--- src/rtl/display_pkg.sv ---
// Shared scan-driver types and constants.
// Digit count, index width, anode-off pattern, FSM states.
package display_pkg;

  localparam int NUM_DIGITS = 4;
  localparam int IDX_W = $clog2(NUM_DIGITS);

  localparam logic [NUM_DIGITS-1:0] ANODE_OFF = 4'b1111;

  typedef enum logic [1:0] {
    IDLE  = 2'd0,
    BLANK = 2'd1,
    SHOW  = 2'd2
  } scan_state_e;

endpackage

--- src/rtl/display_scan_driver_if.sv ---
// Scan driver bus: enables in, digit select/anodes/ticks out.
// master = controller side, slave = display_scan_driver.
interface display_scan_driver_if;
  import display_pkg::*;

  logic                  en;
  logic [NUM_DIGITS-1:0] digit_en;
  logic [IDX_W-1:0]      refreshcounter;
  logic [NUM_DIGITS-1:0] anode;
  logic                  slot_tick;
  logic                  frame_tick;

  modport master (
    output en, digit_en,
    input  refreshcounter, anode,
    input  slot_tick, frame_tick
  );

  modport slave (
    input  en, digit_en,
    output refreshcounter, anode,
    output slot_tick, frame_tick
  );

endinterface

--- src/rtl/display_scan_driver_scan_prescaler.sv ---
// Slot counter: counts 0..PRESCALE-1 while run, else held at 0.
// Ports: clk, rst_n, run in; tc, blank_end flags out.
// DISPLAY_SCAN_DEADTIME_EN: blank_end at BLANK_CYCLES-1, else at 0.
module scan_prescaler #(
  parameter int PRESCALE     = 50000,
  parameter int BLANK_CYCLES = 500
) (
  input  logic clk,
  input  logic rst_n,
  input  logic run,
  output logic tc,
  output logic blank_end
);

  localparam int CW = (PRESCALE > 1) ? $clog2(PRESCALE) : 1;

`ifdef DISPLAY_SCAN_DEADTIME_EN
  localparam bit DEADTIME = 1'b1;
`else
  localparam bit DEADTIME = 1'b0;
`endif

  // Without dead time the blank phase is only the index-change cycle.
  localparam int BLANK_LAST = DEADTIME ? BLANK_CYCLES - 1 : 0;

  logic [CW-1:0] cnt_q, cnt_d;

  assign tc        = cnt_q == CW'(PRESCALE - 1);
  assign blank_end = cnt_q == CW'(BLANK_LAST);

  always_comb begin
    cnt_d = '0;
    if (run && !tc)
      cnt_d = cnt_q + CW'(1);
  end

  always_ff @(posedge clk or negedge rst_n) begin
    if (!rst_n) cnt_q <= '0;
    else        cnt_q <= cnt_d;
  end

endmodule

--- src/rtl/display_scan_driver.sv ---
// Multiplexed 4-digit display scan driver with blanking.
// Ports: clk, rst_n, bus (slave): en, digit_en -> refreshcounter,
// anode (active low), slot_tick, frame_tick; all outputs registered.
// Macro DISPLAY_SCAN_DEADTIME_EN: BLANK lasts BLANK_CYCLES cycles.
module display_scan_driver
  import display_pkg::*;
#(
  parameter int PRESCALE     = 50000,
  parameter int BLANK_CYCLES = 500
) (
  input logic clk,
  input logic rst_n,
  display_scan_driver_if.slave bus
);

  scan_state_e state_q, state_d;

  logic [IDX_W-1:0]      rc_q, rc_d;
  logic [NUM_DIGITS-1:0] anode_q, anode_d;
  logic                  slot_q, slot_d;
  logic                  frame_q, frame_d;

  logic run, tc, blank_end;

  // Counter restarts from 0 on the first BLANK cycle after IDLE.
  assign run = bus.en && (state_q != IDLE);

  scan_prescaler #(
    .PRESCALE     (PRESCALE),
    .BLANK_CYCLES (BLANK_CYCLES)
  ) u_presc (
    .clk       (clk),
    .rst_n     (rst_n),
    .run       (run),
    .tc        (tc),
    .blank_end (blank_end)
  );

  always_comb begin
    state_d = state_q;
    rc_d    = rc_q;
    slot_d  = 1'b0;
    frame_d = 1'b0;
    if (!bus.en) begin
      state_d = IDLE;
    end else begin
      unique case (state_q)
        IDLE:  state_d = BLANK;
        BLANK: if (blank_end) state_d = SHOW;
        SHOW: begin
          if (tc) begin
            state_d = BLANK;
            rc_d    = rc_q + IDX_W'(1);
            slot_d  = 1'b1;
            frame_d = rc_q == IDX_W'(NUM_DIGITS - 1);
          end
        end
        default: state_d = IDLE;
      endcase
    end
    // Anodes follow the next state so the index only moves
    // while every anode is off.
    anode_d = ANODE_OFF;
    if (state_d == SHOW && bus.digit_en[rc_d])
      anode_d[rc_d] = 1'b0;
  end

  always_ff @(posedge clk or negedge rst_n) begin
    if (!rst_n) begin
      state_q <= IDLE;
      rc_q    <= '0;
      anode_q <= ANODE_OFF;
      slot_q  <= 1'b0;
      frame_q <= 1'b0;
    end else begin
      state_q <= state_d;
      rc_q    <= rc_d;
      anode_q <= anode_d;
      slot_q  <= slot_d;
      frame_q <= frame_d;
    end
  end

  assign bus.refreshcounter = rc_q;
  assign bus.anode          = anode_q;
  assign bus.slot_tick      = slot_q;
  assign bus.frame_tick     = frame_q;

endmodule

--- src/flat_wrapper.sv ---
// flat-port wrapper written by rule: the top's interface ports become plain ports
module display_scan_driver_flat import display_pkg::*;
#(
  parameter int PRESCALE     = 50000,
  parameter int BLANK_CYCLES = 500
)
  (clk, rst_n, bus_en, bus_digit_en, bus_refreshcounter, bus_anode, bus_slot_tick, bus_frame_tick);
  display_scan_driver_if bus_i ();
  input logic clk;
  input logic rst_n;
  input wire logic [$bits(bus_i.en)-1:0] bus_en;
  input wire logic [$bits(bus_i.digit_en)-1:0] bus_digit_en;
  output wire logic [$bits(bus_i.refreshcounter)-1:0] bus_refreshcounter;
  output wire logic [$bits(bus_i.anode)-1:0] bus_anode;
  output wire logic [$bits(bus_i.slot_tick)-1:0] bus_slot_tick;
  output wire logic [$bits(bus_i.frame_tick)-1:0] bus_frame_tick;
  assign bus_i.en = bus_en;
  assign bus_i.digit_en = bus_digit_en;
  assign bus_refreshcounter = bus_i.refreshcounter;
  assign bus_anode = bus_i.anode;
  assign bus_slot_tick = bus_i.slot_tick;
  assign bus_frame_tick = bus_i.frame_tick;
  display_scan_driver #(.PRESCALE(PRESCALE), .BLANK_CYCLES(BLANK_CYCLES)) u_core (.clk(clk), .rst_n(rst_n), .bus(bus_i));
endmodule
--- config.mk ---
export PLATFORM = sky130hd
export DESIGN_NAME = display_scan_driver_flat
export DESIGN_NICKNAME = d
export VERILOG_FILES = /design/src/rtl/display_pkg.sv /design/src/rtl/display_scan_driver_if.sv /design/src/rtl/display_scan_driver_scan_prescaler.sv /design/src/rtl/display_scan_driver.sv /design/src/flat_wrapper.sv
export SDC_FILE = /design/constraint.sdc
export NUM_CORES = 1
export LEC_CHECK = 0
export ABC_AREA = 1
export BUFFER_PORTS_ARGS = -buffer_cell sky130_fd_sc_hd__buf_2
export CORE_MARGIN = 2
export CORE_UTILIZATION = 60
export CTS_CLUSTER_SIZE = 8
export DETAILED_ROUTE_END_ITERATION = 6
export PLACE_DENSITY = 0.82
export SLEW_MARGIN = 20
export SYNTH_ARGS = -nofsm -noshare
export SYNTH_HDL_FRONTEND = slang
export SYNTH_SLANG_ARGS = --single-unit
--- constraint.sdc ---
create_clock -name clk -period 3.2 [get_ports clk]
set_input_delay 0.16 -clock clk [delete_from_list [all_inputs] [get_ports clk]]
set_output_delay 0.16 -clock clk [all_outputs]
set_load 0.05 [all_outputs]
==> results of run 1 <==
==> worst min-delay path by stage <==
stage / from / end / slack (ps) / depth (start not counted)
3_5_place_dp: rst_n / u_core.u_presc.cnt_q[8] / 180 / 1
3_3_place_gp: rst_n / u_core.u_presc.cnt_q[8] / 170 / 1
6_report: bus_en / u_core.state_q[1] / 130 / 3
5_1_grt: bus_en / u_core.state_q[0] / 120 / 3
2_1_floorplan: rst_n / u_core.bus.frame_tick / -140 / 0
4_1_cts: bus_en / u_core.state_q[0] / 100 / 3
==> report_power, final <==
group / switching [mW] / internal [mW]
registers: 0.00878 / 0.340
clock network: 0.0979 / 0.127
logic: 0.0520 / 0.0220
total: 0.159 / 0.488
==> cell type report <==
| cell class | count | area [um2] | area share, % |
|---|---|---|---|
| clock buffers | 3 | 22.5 | 1.41 |
| multi-input cells | 132 | 668 | 41.8 |
| flip-flops and latches | 26 | 656 | 41.0 |
| inverters | 29 | 109 | 6.80 |
| well taps | 28 | 35.0 | 2.19 |
| clock inverters | 1 | 30.0 | 1.88 |
| repair buffers | 15 | 80.1 | 5.00 |
==> worst max-delay path: cells and delay by family, from the launching register on <==
| family | cells | cell delay [ps] |
|---|---|---|
| and+or+nand+nor | 6 | 950 |
| adders and majority gates | 1 | 260 |
| AOI/OAI and AO/OA | 1 | 130 |
| buffers and inverters | 1 | 240 |
| DFF | 1 | 440 |
==> cells by family (layout without fill, tap and decap cells) <==
| group | after synthesis | after routing | synth area share, % |
|---|---|---|---|
| XOR/XNOR | 1 | 1 | 0.609 |
| AO/OA/AOI/OAI | 17 | 17 | 6.44 |
| AND/OR/NAND/NOR | 111 | 111 | 36.5 |
| buffers and inverters | 31 | 48 | 8.27 |
| adder cells (fa/ha/maj) | 3 | 3 | 2.61 |
| flip-flops | 26 | 26 | 45.6 |
==> cells in the final DEF, fill, tap and decap left out <==
cell type                       count
sky130_fd_sc_hd__nor3_1             4
sky130_fd_sc_hd__dlygate4sd3_1      1
sky130_fd_sc_hd__inv_1             26
sky130_fd_sc_hd__o21a_1             1
sky130_fd_sc_hd__nor2_1            36
sky130_fd_sc_hd__nor3b_1            1
sky130_fd_sc_hd__nor2_4             4
sky130_fd_sc_hd__dfrtp_1           22
sky130_fd_sc_hd__dfstp_2            4
sky130_fd_sc_hd__nand4_1           10
sky130_fd_sc_hd__inv_2              3
sky130_fd_sc_hd__o21ai_1            2
sky130_fd_sc_hd__bufinv_16          1
sky130_fd_sc_hd__clkbuf_4           3
sky130_fd_sc_hd__nor2_2             1
sky130_fd_sc_hd__xor2_1             1
sky130_fd_sc_hd__nand2_1           33
sky130_fd_sc_hd__o21ai_0            6
sky130_fd_sc_hd__nor3_2             1
sky130_fd_sc_hd__nand2_2            4
sky130_fd_sc_hd__o21ai_2            1
sky130_fd_sc_hd__nand3_1           15
sky130_fd_sc_hd__ha_1               3
sky130_fd_sc_hd__a21oi_1            6
sky130_fd_sc_hd__nor3b_2            1
sky130_fd_sc_hd__buf_2             14
sky130_fd_sc_hd__nor4_1             1
sky130_fd_sc_hd__a31oi_1            1
==> flip-flops by register name (all words and copies together), names as in the netlist <==
signal                     flops
u_core.state_q                 2
u_core.u_presc.cnt_q          16
u_core.bus.anode               4
u_core.bus.slot_tick           1
u_core.bus.refreshcounter      2
u_core.bus.frame_tick          1
==> repair_timing <==
item                      CTS  global route
hold endpoints to repair   22             0
hold buffers                1             0
gates resized for setup     0             0
==> routing by layer <==
metal	routed length, um	up-vias	global-route usage, %
met5	0	-	0
met4	40	0	7.69
met3	161	5	4.24
met2	1400	34	40.2
met1	1340	593	32.8
li1	-	640	-
==> stage by stage <==
step / util [%] / setup WS (ps) / instance area [um2] / cells / hold slack (ps)
CTS: 71.4 / 731 / 1600 / 234 / 97.6
detailed placement: 68.6 / 815 / 1530 / 229 / 183
global placement: 68.6 / 893 / 1530 / 229 / 174
global route: 71.7 / 912 / 1600 / 234 / 116
finish: 71.7 / 1130 / 1600 / 234 / 133
floorplan: - / 1600 / 1440 / 189 / -136
==> impl_summary.txt, run 1 <==
----------------------------------------------------
[Layout]
  Area Overhead vs Synth ... 11.3%
  Share of cells above drive strength 1 ... 18.0%
  NumNets Final ... 217
  Fillcell total ... 167
  Number of antenna cells inserted ... 0

[Floorplan]
  Die height ... 53.0 um
  Initial cell density of the core ... 64.4%
  Floorplan die area ... 2800 um2
  Number of top-level design ports ... 15
  Number of core rows ... 17
  Floorplan die width ... 53.0 um
  Core Region ... 2230 um2

[Synthesis]
  Synth cell count leaders ... 36 x sky130_fd_sc_hd__nor2_1, 33 x sky130_fd_sc_hd__nand2_1, 26 x sky130_fd_sc_hd__inv_1
  Cell area after synthesis ... 1440 um2
  Async SR Flop Fraction ... 100%
  Count of state elements after synthesis ... 26
  Synth Warn # ... 0
  Syn_nets ... 199
  Dominant synthesized flop cell ... sky130_fd_sc_hd__dfrtp_1
  Cell types occupying the most area after synthesis ... sky130_fd_sc_hd__dfrtp_1 38%, sky130_fd_sc_hd__nor2_1 9.4%, sky130_fd_sc_hd__nand2_1 8.6%, sky130_fd_sc_hd__dfstp_2 7.3%, sky130_fd_sc_hd__inv_1 6.8%
  Sequential area share after synthesis ... 45.6%
  Post-synthesis instance total ... 189
  Fraction of synthesized cell area taken by the top area cell type ... 38.3%
  Number of synthesized flops with an enable pin ... 0
  Count of unique library cells instantiated by Yosys ... 24
  Average cell area after synthesis ... 7.61 um2
  Cell type with the highest aggregate area in the netlist ... sky130_fd_sc_hd__dfrtp_1
  Cell with the most instances after synthesis ... sky130_fd_sc_hd__nor2_1

[STA]
  Final Critical Period ... 2070 ps
  Final-report hold violation count ... 0
  Setup repair after global routing missed its margin ... no
  Worst clock skew ... 7.78 ps
  Final number of max-transition violations ... 0
  Final-report setup violation count ... 0
  Final period util ... 64.8%
  Max Clk Rate ... 483 MHz
  Setup_tns ... 0 ps
  Tightest Pin Transition ... 639 ps
  Worst slew slack as a fraction of its limit ... 57.2%

[Setup path]
  Capturing element of the worst setup path ... u_core.u_presc.cnt_q[10]
  Reg2reg setup slack ... 1130 ps
  Arr. time, crit path ... 2340 ps
  Kind of critical path ... flip-flop to flip-flop
  Peak fanout along the critical path ... 11
  Delay contributed by the slowest stage of the critical path ... 500 ps
  Most used cell along the critical path ... sky130_fd_sc_hd__nor2_1
  Data required, critical path ... 3470 ps
  Slowest stage cell, crit path ... sky130_fd_sc_hd__nor3_2
  Start point of the critical path ... u_core.u_presc.cnt_q[0]
  Worst r2r dst ... u_core.u_presc.cnt_q[10]
  Path depth of the worst reg2reg path ... 9
  Kind of launch point of the worst setup path ... flip-flop
  Kind of capture point of the worst setup path ... flip-flop
  List of cells traversed by the critical path ... ha_1 > nand2_2 > nor2_4 > nand3_1 > nor2_1 > nor3_2 > inv_1 > nor2_1 > o21a_1
  Origin of the critical flop-to-flop path ... u_core.u_presc.cnt_q[0]

[CTS]
  Number of levels in the clock H-tree ... 1
  Buffers inserted during post-CTS setup optimization ... 0
  Clock tree from TritonCTS ... yes
  Root buffer cell ... sky130_fd_sc_hd__clkbuf_4
  Total clock buffers created by CTS ... 3
  Worst-path clk slew ... 140 ps
  Clock Path Buffers ... 2
  Clock network latency to the later pin of the worst-skew pair ... 320 ps
  Number of sinks driven by the clock tree ... 26

[Run]
  Reported max-cap violation count ... 0

[Place]
  Routability cong. ... 0.886
  PortBufs ... 14
  Hpwl dp ... 2240 um

[GRT]
  Via count of the first global-routing pass ... 1142
  First-pass GRT wire length ... 4910 um
  Antenna violations before repair ... 0
  Overall track demand over capacity in global routing ... 24.5%
  Overflow left after global routing ... 0
  Maximum number of pins on one net before global-route repair ... 27

[Routing]
  Total vias in the final route ... 1272
  Detailed-router iteration count before antenna repair ... 4
  Violation count after the first detailed-routing iteration ... 34
  DRC viols ... 0
  Average routed wire per standard cell ... 12.6 um
  Wire length reported by the detailed router ... 2940 um
  Vias per cell ... 5.44
  Antenna-violating nets left ... 0

[Run status]
  Status ... completed

[Power and ir drop]
  Total power divided by cell area ... 404 nW/um2
  Final total power ... 647 uW
  Worst-case vdd ir drop ... 385 uV
  Reported leakage power ... 0.742 nW

[Worst hold path]
  Type of the worst min-delay path ... input port to flip-flop

----------------------------------------------------
No activity file was read; power rests on OpenSTA's default activity.
==> run 2, diff against run 1 <==
- CORE_ASPECT_RATIO: not set -> 0.5
- CORE_UTILIZATION: 60 -> 52
- PLACE_DENSITY: 0.82 -> 0.76
- clock period: 3.2 -> 1.9 ns (I/O delays scaled with it)
==> impl_summary.txt, run 2 (synthesis results as in run 1) <==
----------------------------------------------------
[Place]
  Hpwl dp ... 2180 um
  Cell area after placement ... 1550 um2
  Routability cong. ... 0.879
  PortBufs ... 14

[CTS]
  Total clock buffers created by CTS ... 3
  Root buffer cell ... sky130_fd_sc_hd__clkbuf_8
  Clock tree from TritonCTS ... yes
  Number of levels in the clock H-tree ... 1
  Worst-path clk slew ... 90 ps
  Clock network latency to the later pin of the worst-skew pair ... 280 ps
  Number of sinks driven by the clock tree ... 26
  Clock Path Buffers ... 2

[Layout]
  Share of cells above drive strength 1 ... 21.2%
  Fillcell total ... 222
  Highest-count cells in the layout ignoring fill and taps ... 34 x sky130_fd_sc_hd__nor2_1, 33 x sky130_fd_sc_hd__nand2_1, 26 x sky130_fd_sc_hd__inv_1
  Leading cell type in the layout, fill and taps excluded ... sky130_fd_sc_hd__nor2_1
  Final core occ ... 63.9%
  Number of antenna cells inserted ... 0
  Reg with most FFs ... u_core.u_presc.cnt_q
  NumNets Final ... 219
  Number of flip-flops in the largest register ... 16
  Area of all placed cells without fillers ... 1670 um2
  Area Overhead vs Synth ... 16.4%

[Setup path]
  WP buf/inv ... 1
  Slowest stage cell, crit path ... sky130_fd_sc_hd__dfrtp_1
  Kind of capture point of the worst setup path ... flip-flop
  Capturing element of the worst setup path ... u_core.u_presc.cnt_q[12]
  Kind of launch point of the worst setup path ... flip-flop
  List of cells traversed by the critical path ... ha_4 > nand2_4 > nor2_4 > nand2_2 > nor2_4 > nand2_2 > nor2_4 > nand2_2 > nor2_4 > inv_2 > o21ai_2 > nand2_1 > nor2_1
  Path length in cells of the critical path ... 13
  Delay contributed by the slowest stage of the critical path ... 420 ps
  Kind of critical path ... flip-flop to flip-flop
  Data required, critical path ... 2110 ps
  Peak fanout along the critical path ... 5
  Arr. time, crit path ... 1950 ps
  Path depth of the worst reg2reg path ... 13
  Worst r2r dst ... u_core.u_presc.cnt_q[12]
  Reg2reg setup slack ... 160 ps
  Start point of the critical path ... u_core.u_presc.cnt_q[1]
  Cell class contributing the biggest share of worst-path delay ... simple AND/OR/NAND/NOR gates
  Most used cell along the critical path ... sky130_fd_sc_hd__nor2_4
  Origin of the critical flop-to-flop path ... u_core.u_presc.cnt_q[1]

[Routing]
  Total vias in the final route ... 1263
  Detailed-router iteration count before antenna repair ... 4
  Wire length reported by the detailed router ... 2940 um
  Average routed wire per standard cell ... 12.0 um
  Antenna-violating nets left ... 0
  Violation count after the first detailed-routing iteration ... 66
  Vias per cell ... 5.16
  DRC viols ... 0

[Floorplan]
  Initial cell density of the core ... 54.9%
  Floorplan die area ... 3230 um2
  Number of core rows ... 13
  Floorplan die width ... 78.4 um
  Number of top-level design ports ... 15
  Core Region ... 2620 um2
  Die height ... 41.2 um

[Worst hold path]
  Hold Path Origin ... bus_en
  Type of the worst min-delay path ... input port to flip-flop

[GRT]
  Maximum number of pins on one net before global-route repair ... 27
  Overflow left after global routing ... 0
  Antenna violations before repair ... 0
  Via count of the first global-routing pass ... 1164
  First-pass GRT wire length ... 5130 um
  Overall track demand over capacity in global routing ... 21.4%

[Power and ir drop]
  Total power divided by cell area ... 706 nW/um2
  Worst-case vdd ir drop ... 413 uV
  Reported leakage power ... 0.772 nW
  Final total power ... 1.18 mW

[STA]
  Worst clock skew ... 9.74 ps
  Final Critical Period ... 1740 ps
  Tightest Pin Transition ... 569 ps
  Final-report hold violation count ... 0
  Max Clk Rate ... 576 MHz
  Final period util ... 91.3%
  Min Hold Slack ... 98.2 ps
  Final-report setup violation count ... 0
  Worst slew slack as a fraction of its limit ... 62.1%
  Final number of max-transition violations ... 0

[Run status]
  Status ... completed

[Run]
  Reported max-cap violation count ... 0

----------------------------------------------------
-- run 2: power breakdown --
part           internal, mW  switching, mW
Clock                 0.282          0.181
Combinational        0.0442         0.0863
Sequential            0.572         0.0166
Total                 0.898          0.284
-- run 2: per-stage QoR --
step,std cells,worst slack [ps],setup TNS (ps)
floorplan,189,297,0
global placement,239,183,0
CTS,244,112,0
detailed placement,239,130,0
finish,245,164,0
global route,245,-1.98,-1.98
-- run 2: what timing repair did --
item | in CTS | in global routing
buffers inserted | 0 | 1
gates resized for setup | 0 | 8
hold buffers | 1 | 0
endpoints found under the setup margin | 0 | 11
endpoints found under the hold margin | 22 | 0
-- run 2: how the worst min path moves through the flow --
stage | slack [ps] | endpoint | cells past startpoint
3_5_place_dp | 120 | u_core.u_presc.cnt_q[1] | 1
4_1_cts | 100 | u_core.state_q[0] | 3
2_1_floorplan | -200 | u_core.bus.frame_tick | 0
5_1_grt | 120 | u_core.state_q[0] | 3
3_3_place_gp | 120 | u_core.u_presc.cnt_q[0] | 1
6_report | 100 | u_core.state_q[0] | 3
-- run 2: metal layers --
metal | GRT usage (%) | wire [um] | vias up
met3 | 5.73 | 127 | 5
met5 | 0 | 0 | -
met1 | 27.6 | 1430 | 586
met4 | 6.14 | 28 | 0
met2 | 37.3 | 1350 | 26
li1 | - | - | 646
-- run 2: layout make-up --
cell class | count | area [um2] | area share [%]
clock inverters | 1 | 30.0 | 1.79
clock buffers | 3 | 41.3 | 2.47
multi-input cells | 132 | 696 | 41.6
repair buffers | 17 | 95.1 | 5.68
inverters | 29 | 109 | 6.50
flip-flops and latches | 26 | 657 | 39.2
well taps | 37 | 46.3 | 2.77
-- run 2: worst min-delay path: cells and delay by family --
family                 cells  cell delay [ps]
buffers and inverters      2              210
AO/OA/AOI/OAI              1               40
